--- src/rtl/i2c_pkg.sv ---
// Shared I2C definitions: FSM state encoding and the general-call address.
package i2c_pkg;

  typedef enum logic [2:0] {
    ST_IDLE,
    ST_ADDR,
    ST_ADDR_ACK,
    ST_RX_DATA,
    ST_RX_ACK,
    ST_TX_DATA,
    ST_TX_ACK,
    ST_WAIT_STOP
  } i2c_state_e;

  localparam logic [6:0] GENERAL_CALL_ADDR = 7'h00;

  // General call only answers when the target itself sits at address 0.
  function automatic logic addr_match(input logic [6:0] rx_addr, input logic [6:0] own_addr);
    return (rx_addr == own_addr) &&
           ((rx_addr != GENERAL_CALL_ADDR) || (own_addr == GENERAL_CALL_ADDR));
  endfunction

endpackage

--- src/rtl/i2c_sync_edge.sv ---
// Two-flop synchronizer plus history flop for one I2C pad line; flags rise and fall.
module i2c_sync_edge (
  input  logic clk,
  input  logic reset_n,
  input  logic pin,
  output logic level,
  output logic rise,
  output logic fall
);

  // sync_q[0] meta, sync_q[1] synchronized level, sync_q[2] previous level
  logic [2:0] sync_q;

  always_ff @(posedge clk or negedge reset_n) begin
    if (!reset_n) sync_q <= 3'b111;
    else          sync_q <= {sync_q[1:0], pin};
  end

  assign level = sync_q[1];
  assign rise  = sync_q[1] & ~sync_q[2];
  assign fall  = ~sync_q[1] & sync_q[2];

endmodule

--- src/rtl/i2c_target.sv ---
// I2C target (7-bit address, no clock stretching); SDA is open-drain via sda_oe.
//
// state        | meaning
// ST_IDLE      | bus free or not yet seen a START
// ST_ADDR      | shifting in address + R/W
// ST_ADDR_ACK  | driving ACK for our address
// ST_RX_DATA   | shifting in a write byte
// ST_RX_ACK    | driving ACK for a received byte
// ST_TX_DATA   | shifting out a read byte
// ST_TX_ACK    | sampling initiator ACK/NACK
// ST_WAIT_STOP | not addressed or NACKed; idle until START/STOP
module i2c_target
  import i2c_pkg::*;
#(
  parameter logic [6:0] TARGET_ADDR = 7'h42
) (
  input  logic       clk,
  input  logic       reset_n,
  input  logic       scl_in,
  input  logic       sda_in,
  output logic       sda_oe,
  input  logic [7:0] data_in,
  output logic       data_req,
  output logic [7:0] data_out,
  output logic       data_ready,
  output logic       busy
);

  logic scl, scl_rise, scl_fall;
  logic sda, sda_rise, sda_fall;
  logic start, stop;

  i2c_state_e state;
  logic [2:0] bit_cnt;
  logic [7:0] shift_reg;
  logic       byte_done;
  logic       load_pending;
  logic       rw;

  i2c_sync_edge u_scl (.clk(clk), .reset_n(reset_n), .pin(scl_in),
                       .level(scl), .rise(scl_rise), .fall(scl_fall));
  i2c_sync_edge u_sda (.clk(clk), .reset_n(reset_n), .pin(sda_in),
                       .level(sda), .rise(sda_rise), .fall(sda_fall));

  assign start = sda_fall & scl;
  assign stop  = sda_rise & scl;

  always_ff @(posedge clk or negedge reset_n) begin
    if (!reset_n) begin
      state        <= ST_IDLE;
      bit_cnt      <= 3'd7;
      shift_reg    <= 8'h00;
      byte_done    <= 1'b0;
      load_pending <= 1'b0;
      rw           <= 1'b0;
      sda_oe       <= 1'b0;
      data_req     <= 1'b0;
      data_ready   <= 1'b0;
      data_out     <= 8'h00;
      busy         <= 1'b0;
    end else begin
      data_req     <= 1'b0;
      data_ready   <= 1'b0;
      load_pending <= 1'b0;
      if (load_pending) shift_reg <= data_in;

      case (state)
        ST_ADDR, ST_RX_DATA: begin
          if (scl_rise) begin
            shift_reg <= {shift_reg[6:0], sda};
            bit_cnt   <= bit_cnt - 3'd1;
            if (bit_cnt == 3'd0) byte_done <= 1'b1;
          end else if (scl_fall && byte_done) begin
            byte_done <= 1'b0;
            if (state == ST_RX_DATA) begin
              data_out   <= shift_reg;
              data_ready <= 1'b1;
              sda_oe     <= 1'b1;
              state      <= ST_RX_ACK;
            end else if (addr_match(shift_reg[7:1], TARGET_ADDR)) begin
              state  <= ST_ADDR_ACK;
              sda_oe <= 1'b1;
              busy   <= 1'b1;
              rw     <= shift_reg[0];
              if (shift_reg[0]) begin
                data_req     <= 1'b1;
                load_pending <= 1'b1;
              end
            end else begin
              state  <= ST_WAIT_STOP;
              sda_oe <= 1'b0;
              busy   <= 1'b0;
            end
          end
        end
        ST_ADDR_ACK: begin
          if (scl_fall) begin
            state  <= rw ? ST_TX_DATA : ST_RX_DATA;
            sda_oe <= rw ? ~shift_reg[7] : 1'b0;
          end
        end
        ST_RX_ACK: begin
          if (scl_fall) begin
            sda_oe <= 1'b0;
            state  <= ST_RX_DATA;
          end
        end
        ST_TX_DATA: begin
          // Bit 7 is already on the bus at entry; each fall advances one bit.
          if (scl_fall) begin
            bit_cnt <= bit_cnt - 3'd1;
            if (bit_cnt == 3'd0) begin
              sda_oe <= 1'b0;
              state  <= ST_TX_ACK;
            end else begin
              sda_oe    <= ~shift_reg[6];
              shift_reg <= {shift_reg[6:0], 1'b0};
            end
          end
        end
        ST_TX_ACK: begin
          if (scl_rise) begin
            if (sda) begin
              state <= ST_WAIT_STOP;
            end else begin
              data_req     <= 1'b1;
              load_pending <= 1'b1;
            end
          end else if (scl_fall) begin
            state  <= ST_TX_DATA;
            sda_oe <= ~shift_reg[7];
          end
        end
        default: ;
      endcase

      // Bus conditions override whatever the byte engine decided this clk.
      if (start) begin
        state     <= ST_ADDR;
        bit_cnt   <= 3'd7;
        byte_done <= 1'b0;
        sda_oe    <= 1'b0;
      end else if (stop) begin
        state     <= ST_IDLE;
        bit_cnt   <= 3'd7;
        byte_done <= 1'b0;
        sda_oe    <= 1'b0;
        busy      <= 1'b0;
      end
    end
  end

endmodule

--- config.mk ---
export PLATFORM = sky130hd
export DESIGN_NAME = i2c_target
export DESIGN_NICKNAME = d
export VERILOG_FILES = /design/src/rtl/i2c_pkg.sv /design/src/rtl/i2c_sync_edge.sv /design/src/rtl/i2c_target.sv
export SDC_FILE = /design/constraint.sdc
export NUM_CORES = 1
export LEC_CHECK = 0
export ABC_AREA = 1
export CAP_MARGIN = 20
export CORE_UTILIZATION = 45
export CTS_CLUSTER_DIAMETER = 200
export DETAILED_ROUTE_END_ITERATION = 10
export GPL_TIMING_DRIVEN = 1
export PLACE_DENSITY = 0.64
export SYNTH_ARGS = -nofsm -noshare
export SYNTH_HDL_FRONTEND = slang
export SYNTH_SLANG_ARGS = --single-unit
export TNS_END_PERCENT = 50
--- constraint.sdc ---
create_clock -name clk -period 2.82 [get_ports clk]
set_input_delay 0.282 -clock clk [delete_from_list [all_inputs] [get_ports clk]]
set_output_delay 0.282 -clock clk [all_outputs]
set_load 0.01 [all_outputs]
# --- Yosys cells after proc, flatten, opt, wreduce, memory -nomap -nowiden ---
# Cells that the tools add are included.
word_totals:
  regBits: 34
  word_cells: 124
  output_inout_bits: 12
  in_bits: 12
classes:
  reduce_logical: 15
  muxes: 63
  eq_ne: 19
  addsub: 1
  bitwise: 14
op_table:
  columns: ["cell", "n"]
  rows:
  - ["$mux W3", 18]
  - ["$mux W1", 36]
  - ["$ne A4 B4 Y1 const B", 9]
  - ["$mux W8", 4]
  - ["$pmux W8 S2", 1]
  - ["$pmux W3 S5", 1]
  - ["$reduce_bool A7 Y1", 2]
  - ["$eq A3 B3 Y1 const B", 3]
  - ["$reduce_and A9 Y1", 1]
  - ["$not A1 Y1", 8]
  - ["$reduce_and A8 Y1", 1]
  - ["$reduce_bool A4 Y1", 2]
  - ["$eq A7 B7 Y1 const B", 1]
  - ["$and A1 B1 Y1", 6]
  - ["$eq A3 B2 Y1 const B", 2]
  - ["$pmux W3 S2", 1]
  - ["$reduce_and A3 Y1", 2]
  - ["$ne A5 B4 Y1 const B", 1]
  - ["$ne A5 B5 Y1 const B", 1]
  - ["$pmux W1 S5", 1]
  - ["$reduce_and A5 Y1", 1]
  - ["$ne A4 B1 Y1 const B", 1]
  - ["$reduce_and A4 Y1", 1]
  - ["$eq A3 B1 Y1 const B", 1]
  - ["other kinds (6)", 7]

# --- Logic depth before layout (Yosys ltp) ---
# Gate-level depths: netlist (run 1).
depth:
  ltp_word: 9
  mapped_depth: 11
  ltp_nobuf: 11

# --- Hierarchy ---
# Synthesis (run 1) repeated with hierarchy kept, for this count alone.
hier_totals:
  hier_cells: 229
  area_unflattened_um2: 1861.8
by_module_without_submodules:
  columns: ["module", "cells_each", "n_inst", "seq_area_each_um2", "area_per_inst_um2"]
  rows:
  - ["i2c_target", 215, 1, 704.4, 1674.1]
  - ["i2c_sync_edge", 7, 2, 78.8, 93.8]

# --- Least setup slack after synthesis (run 1) ---
# No wires, ideal clock.
synth_timing:
  path_kind: "register to register"
  from: "register u_scl.sync_q[1]"
  to: "register shift_reg[1]"
  path_stages_with_launch: 8
  n_path_buf: 1
  slack_ns: 1.245
  setup_time_ns: 0.127
  required_time_ns: 2.693
  t_arrival_ns: 1.447
  period_less_slack_ns: 1.575
  cell_sequence: "dfstp_2 > ha_1 > inv_1 > nor2_1 > inv_1 > nand2_1 > buf_6 > o21ai_0"
synth_between:
  elab_chain_cells: 4
  word_cells_on_any_way: 6
  cone_classes: "3 x mux; 3 x bitwise"
synth_lines:
  columns: ["element", "line_no", "source"]
  rows:
  - ["from (decl)", "i2c_sync_edge.sv:12", "logic [2:0] sync_q;"]
  - ["from (signal assigned)", "i2c_sync_edge.sv:16", "else sync_q <= {sync_q[1:0], pin};"]
  - ["$not A1 Y1", "i2c_sync_edge.sv:21", "assign fall = ~sync_q[1] & sync_q[2];"]
  - ["$and A1 B1 Y1", "i2c_sync_edge.sv:21", null]
  - ["$mux W8", "i2c_target.sv:110", "if (scl_fall) begin"]
  - ["$pmux W8 S2 *", "i2c_target.sv:67", "case (state)"]
  - ["to (signal assigned)", "i2c_target.sv:65", "if (load_pending) shift_reg <= data_in;"]
  - ["to (signal assigned)", "i2c_target.sv:70", "shift_reg <= {shift_reg[6:0], sda};"]
  - ["to (signal assigned)", "i2c_target.sv:117", "shift_reg <= {shift_reg[6:0], 1'b0};"]
  - ["to (decl)", "i2c_target.sv:35", "logic [7:0] shift_reg;"]
# Mark *: on every way between the ends. The rest lies on a longest branch, timed or not.
# A chain may end at the register's enable or synchronous reset.

# --- Final worst setup path (run 1) ---
layout_timing:
  from: "register u_scl.sync_q[1]"
  to: "register shift_reg[2]"
# Same word-level chain as after synthesis.

==> summary.md, run 1 <==
| Metric | Value |
|---|---|
| Status | `completed` |
| Final Hold Fails | `0` |
| Worst skew pair latency | `0.29 ns` |
| Final Instance Area | `2180 um^2` |
| Syn Std Cell Area | `1840 um^2` |
| Core area | `3800 um^2` |
| Diode count | `0` |
| DR vias | `1,529` |
| LEAKAGE | `1.07 nW` |
| Starting Density | `48.3%` |
| CP Launch Type | `register` |
| Root buf cell | `clkbuf_8` |
| Final core utilization | `57.4%` |
| Post-placement cell count | `298` |
| Cell family with most CP delay | `flip-flops` |
| Synth cell count leaders | `nand2_1 (71), inv_1 (30), dfrtp_1 (25), o21ai_0 (22), nor2_1 (15)` |
| Post CTS Setup Buffer Count | `0` |
| EDFF count, synth | `0` |
| Number of core rows | `22` |
| Pwr Density | `866 nW/um^2` |
| Vias in the first global route | `1,463` |
| Multi-input logic area | `812 um^2` |
| Slew headroom | `71.5%` |
| Slowest Stage Delay on Critical Path | `0.59 ns` |
| Routability cong. | `0.919` |
| Resize count post-CTS | `0` |
| Final setup margin | `0.918 ns` |
| CTS buffer count | `5` |
| Synth Flop Type | `dfrtp_1` |
| IO Count | `24` |
| Die height | `65.9 um` |
| Maximum VDD drop | `0.392 mV` |
| FF-to-FF path depth | `6` |
| Worst R2R End | `shift_reg[2]` |
| First-pass DRT Iterations | `4` |
| Initial antenna violation count | `0` |
| Tmin final | `1.90 ns` |
| R2R Setup Slk | `0.92 ns` |
| Worst path slowest cell | `dfstp_2` |
| Post-Synthesis Mean Instance Area | `7.95 um^2` |
| Drt initial violations | `138` |
| Full die area | `4340 um^2` |
| Layout net count | `273` |
| Longest Clk Path Bufs | `2` |
| Setup WS pre-CTS | `1.00 ns` |
| Most frequent CP cell | `inv_1` |
| Cell Area, Placed | `2090 um^2` |
| HP Class | `reg2reg` |
| Largest net degree at the start of global routing | `35` |
| Routed Antenna Nets | `0` |
| Top post-synthesis cells by area | `dfrtp_1 (34%), nand2_1 (15%), dfstp_2 (13%), inv_1 (6.1%), o21ai_0 (6.0%)` |
| Hold_sp | `u_scl.sync_q[0]` |
| Cell variety after synth | `22` |
| Register bit total from synthesis | `34` |
| Post-synth top area share | `34.1%` |
| Max H-tree Level | `2` |
| TNS Setup | `0 ns` |
| Worst EP required | `2.97 ns` |
| Slew Limit Fails | `0` |
| First-pass GRT wire length | `6.56 mm` |
| Clk pin slew, worst setup/hold paths | `0.07 ns` |
| Seq/Total Area, Yosys | `47.0%` |
| All-Layer GR Usage | `20.8%` |
| Fillers | `365` |
| Critical Path AT | `2.05 ns` |
| Crit-path cells | `ha_1 -> inv_1 -> nor2_1 -> inv_1 -> nand2_1 -> o21ai_0` |
| Final setup fails | `0` |
| DPL Wire Length | `2.75 mm` |
| Post-cts hold buffer count | `0` |
| FMAX | `526 MHz` |
| Number of port buffers | `23` |
| Worst r2r src | `u_scl.sync_q[1]` |
| CTS Sinks | `34` |
| CTS tree | `yes` |
| CP Class | `reg2reg` |
| WL final | `3.82 mm` |
| Fraction of layout cells with a size suffix above 1 | `14.3%` |
| Ys async rst share | `100%` |
| Count leader, synth | `nand2_1` |
| Synth-to-Final Area Change | `18.9%` |
| Non-filler cells, final | `306` |
| Post-Synthesis Cells | `231` |
| Tightest Pin Transition | `0.427 ns` |
| Crit-path max FO | `15` |
| Die W | `65.9 um` |
| Crit. End Element | `register` |
| Max Cap Viol | `0` |
| RSZ-0062 raised after global routing | `false` |
| Biggest area consumer among synthesized cells | `dfrtp_1` |
| Hold Crit Depth | `0` |
| Post-synthesis net count | `247` |
| YS warnings | `0` |
| DR WL/cell | `12.5 um` |
| Area occupied by registers | `862 um^2` |
| Endpoint with the worst hold slack | `u_scl.sync_q[1]` |
| Period Utilization, post-route | `67.4%` |
| Worst Clk Skew | `0.00545 ns` |
| Remaining routing DRC violations | `0` |
| Buffers and inverters on the worst path | `2` |
| Vias per cell | `5.00` |
| Grt total ovfl | `0` |
[layout make-up]
| type | instances | share of cell area [%] |
|---|---|---|
| tap | 48 | 2.75 |
| clock buffer | 8 | 4.13 |
| inverter | 32 | 5.50 |
| timing repair buffer | 24 | 10.9 |
| multi-input combinational | 160 | 37.2 |
| sequential | 34 | 39.5 |
[cells in the final DEF (no fill, tap or decap), types with 3 or more instances in the layout]
master	n
nand2_1	71
inv_1	30
dfrtp_1	25
clkdlybuf4s50_1	23
o21ai_0	22
nor2_1	15
nand3_1	14
dfstp_2	9
o21ai_2	8
clkbuf_8	6
a21oi_1	5
nand4_1	4
nor2_4	4
ha_1	4
nor2_2	3
nand2_2	3
o211ai_1	3
[stage by stage]
stage	hold WS (ns)	power (mW)
2_1_floorplan	-0.0136	1.33
3_3_place_gp	0.346	1.51
3_5_place_dp	0.347	1.51
4_1_cts	0.357	1.89
5_1_grt	0.359	2.05
6_report	0.356	1.89
[cell families after synthesis]
kind of cell | Yosys count | share of synthesized area, %
simple gates | 116 | 28.4
compound gates | 40 | 13.1
buf+inv | 37 | 8.79
flops | 34 | 47.0
fa+ha+maj | 4 | 2.73
[how the worst max path moves through the flow]
| stage | cells past startpoint | to | startpoint |
|---|---|---|---|
| floorplan | 7 | shift_reg[1] | u_scl.sync_q[1] |
| detailed placement | 7 | shift_reg[6] | u_scl.sync_q[1] |
| CTS | 7 | shift_reg[6] | u_scl.sync_q[1] |
| global route | 7 | shift_reg[2] | u_scl.sync_q[1] |
| finish | 6 | shift_reg[2] | u_scl.sync_q[1] |
| global placement | 6 | shift_reg[6] | u_scl.sync_q[1] |
[power by group]
part,switching [mW],internal [mW]
Sequential,0.111,0.629
Combinational,0.502,0.276
Clock,0.173,0.199
Total,0.786,1.10
[per-layer routing]
metal  vias to the layer above  track usage (%)  wire length, um
li1                        789                -                -
met1                       676             28.1             1930
met2                        48             28.4             1550
met5                         -                0                0
met4                         0             13.6              133
met3                        16             5.86              206
(Power assumes the default switching activity.)
==> run 2, diff against run 1 <==
==> constraint.sdc (replaced) <==
create_clock -name clk -period 1.9 [get_ports clk]
set_input_delay 0.19 -clock clk [delete_from_list [all_inputs] [get_ports clk]]
set_output_delay 0.19 -clock clk [all_outputs]
set_load 0.01 [all_outputs]
==> summary.md, run 2 (same netlist as run 1, synthesis figures left out) <==
| Metric | Value |
|---|---|
| Max Cap Viol | `0` |
| Crit-path max FO | `7` |
| Die W | `65.9 um` |
| Vias in the first global route | `1,350` |
| Cell Area, Placed | `2100 um^2` |
| Period Utilization, post-route | `88.7%` |
| CTS Sinks | `34` |
| HP Class | `in2reg` |
| Tmin final | `1.69 ns` |
| Grt total ovfl | `0` |
| Commonest non-fill, non-tap cell in the layout | `nand2_1` |
| CTS tree | `yes` |
| Number of port buffers | `23` |
| Worst skew pair latency | `0.29 ns` |
| Max H-tree Level | `2` |
| Buffers and inverters on the worst path | `3` |
| Worst EP required | `2.13 ns` |
| Largest net degree at the start of global routing | `35` |
| Total Power | `2.80 mW` |
| Routed Antenna Nets | `0` |
| IO Count | `24` |
| DR WL/cell | `11.9 um` |
| Longest Clk Path Bufs | `2` |
| Layout net count | `274` |
| Setup WS pre-CTS | `0.188 ns` |
| Slowest Stage Delay on Critical Path | `0.58 ns` |
| RSZ-0062 raised after global routing | `false` |
| Drt initial violations | `134` |
| Crit-path cells | `inv_1 -> ha_1 -> inv_1 -> nand2_1 -> nand2_1 -> inv_1 -> nand3_1 -> nand2_1 -> nand2_2 -> nand2_1 -> nand2_1` |
| Worst Clk Skew | `0.00780 ns` |
| Cell family with most CP delay | `simple AND/OR/NAND/NOR gates` |
| Tightest Pin Transition | `0.433 ns` |
| First-pass DRT Iterations | `4` |
| First-pass GRT wire length | `6.21 mm` |
| Fraction of layout cells with a size suffix above 1 | `15.8%` |
| Routability cong. | `0.944` |
| Slew Limit Fails | `0` |
| DR vias | `1,482` |
| Final setup margin | `0.214 ns` |
| Initial antenna violation count | `0` |
| Critical Path AT | `1.91 ns` |
| Final Instance Area | `2200 um^2` |
| DPL Wire Length | `2.70 mm` |
| Remaining routing DRC violations | `0` |
| CTS buffer count | `5` |
| CP Class | `reg2reg` |
| Worst path slowest cell | `dfstp_2` |
| WL final | `3.64 mm` |
| Commonest cells after routing, fill and taps aside | `nand2_1 (70), inv_1 (30), dfrtp_1 (25)` |
| All-Layer GR Usage | `19.8%` |
| Synth-to-Final Area Change | `19.7%` |
| Vias per cell | `4.83` |
| Full die area | `4340 um^2` |
| Final Hold Fails | `0` |
| Maximum VDD drop | `0.742 mV` |
| Pwr Density | `1270 nW/um^2` |
| CP Launch Type | `register` |
| Crit. End Element | `register` |
| Number of core rows | `22` |
| Final setup fails | `0` |
| LEAKAGE | `1.08 nW` |
| Most frequent CP cell | `nand2_1` |
| Clk pin slew, worst setup/hold paths | `0.07 ns` |
| Diode count | `0` |
| TNS Setup | `0 ns` |
| Root buf cell | `clkbuf_8` |
| Core area | `3800 um^2` |
| FMAX | `593 MHz` |
| Starting Density | `48.3%` |
| Die height | `65.9 um` |
| Post-cts hold buffer count | `0` |
| Status | `completed` |
| Slew headroom | `71.1%` |
## run 2: cell count changes in the layout (fill, tap and decap cells not counted), sizes merged
cell / before / now
buf: 1 / 2
clkbuf: 8 / 6
clkinv: 0 / 1
clkinvlp: 0 / 1
## run 2: layer usage
| layer | part of all wire [%] | vias up | routed length [um] | global-route usage [%] |
|---|---|---|---|---|
| met1 | 53 | 648 | 1920 | 27.5 |
| met4 | 2.1 | 0 | 75 | 8.97 |
| met5 | 0 | - | 0 | 0 |
| li1 | - | 787 | - | - |
| met3 | 4.6 | 9 | 168 | 7.07 |
| met2 | 41 | 38 | 1480 | 27.2 |
## run 2: final timing paths
path                            startpoint  slack (ns)         endpoint  cells past startpoint
max in group asynchronous          reset_n        1.25  u_scl.sync_q[0]                      2
hold reg to reg            u_scl.sync_q[0]        0.36  u_scl.sync_q[1]                      0
min in group asynchronous          reset_n        0.32     shift_reg[2]                      2
hold / removal                      sda_in        0.30  u_sda.sync_q[0]                      1
setup reg to reg           u_scl.sync_q[1]        0.21         state[0]                     11
setup / recovery           u_scl.sync_q[1]        0.21         state[0]                     11
## run 2: layout make-up
class                   instances  area (um^2)
clock buffers                   6         82.6
fillers                       376         1600
multi-input cells             160          815
inverters                      32          120
flip-flops and latches         34          862
well taps                      48         60.1
clock inverters                 2         12.5
repair buffers                 25          245
## run 2: power by group
group	internal [mW]	switching [mW]
Clock	0.291	0.267
Combinational	0.411	0.740
Sequential	0.933	0.158
## run 2: what timing repair did
item / CTS / global route
buffers inserted: 0 / 0
setup endpoints to repair: 0 / 1
gates resized for setup: 0 / 1
## run 2: through the flow
step	cells	hold WS, ns	util [%]
after floorplan	231	-0.106	-
after global placement	299	0.346	55.3
after detailed placement	299	0.347	55.3
after CTS	307	0.294	57.8
after global routing	307	0.285	57.8
final	307	0.304	57.8
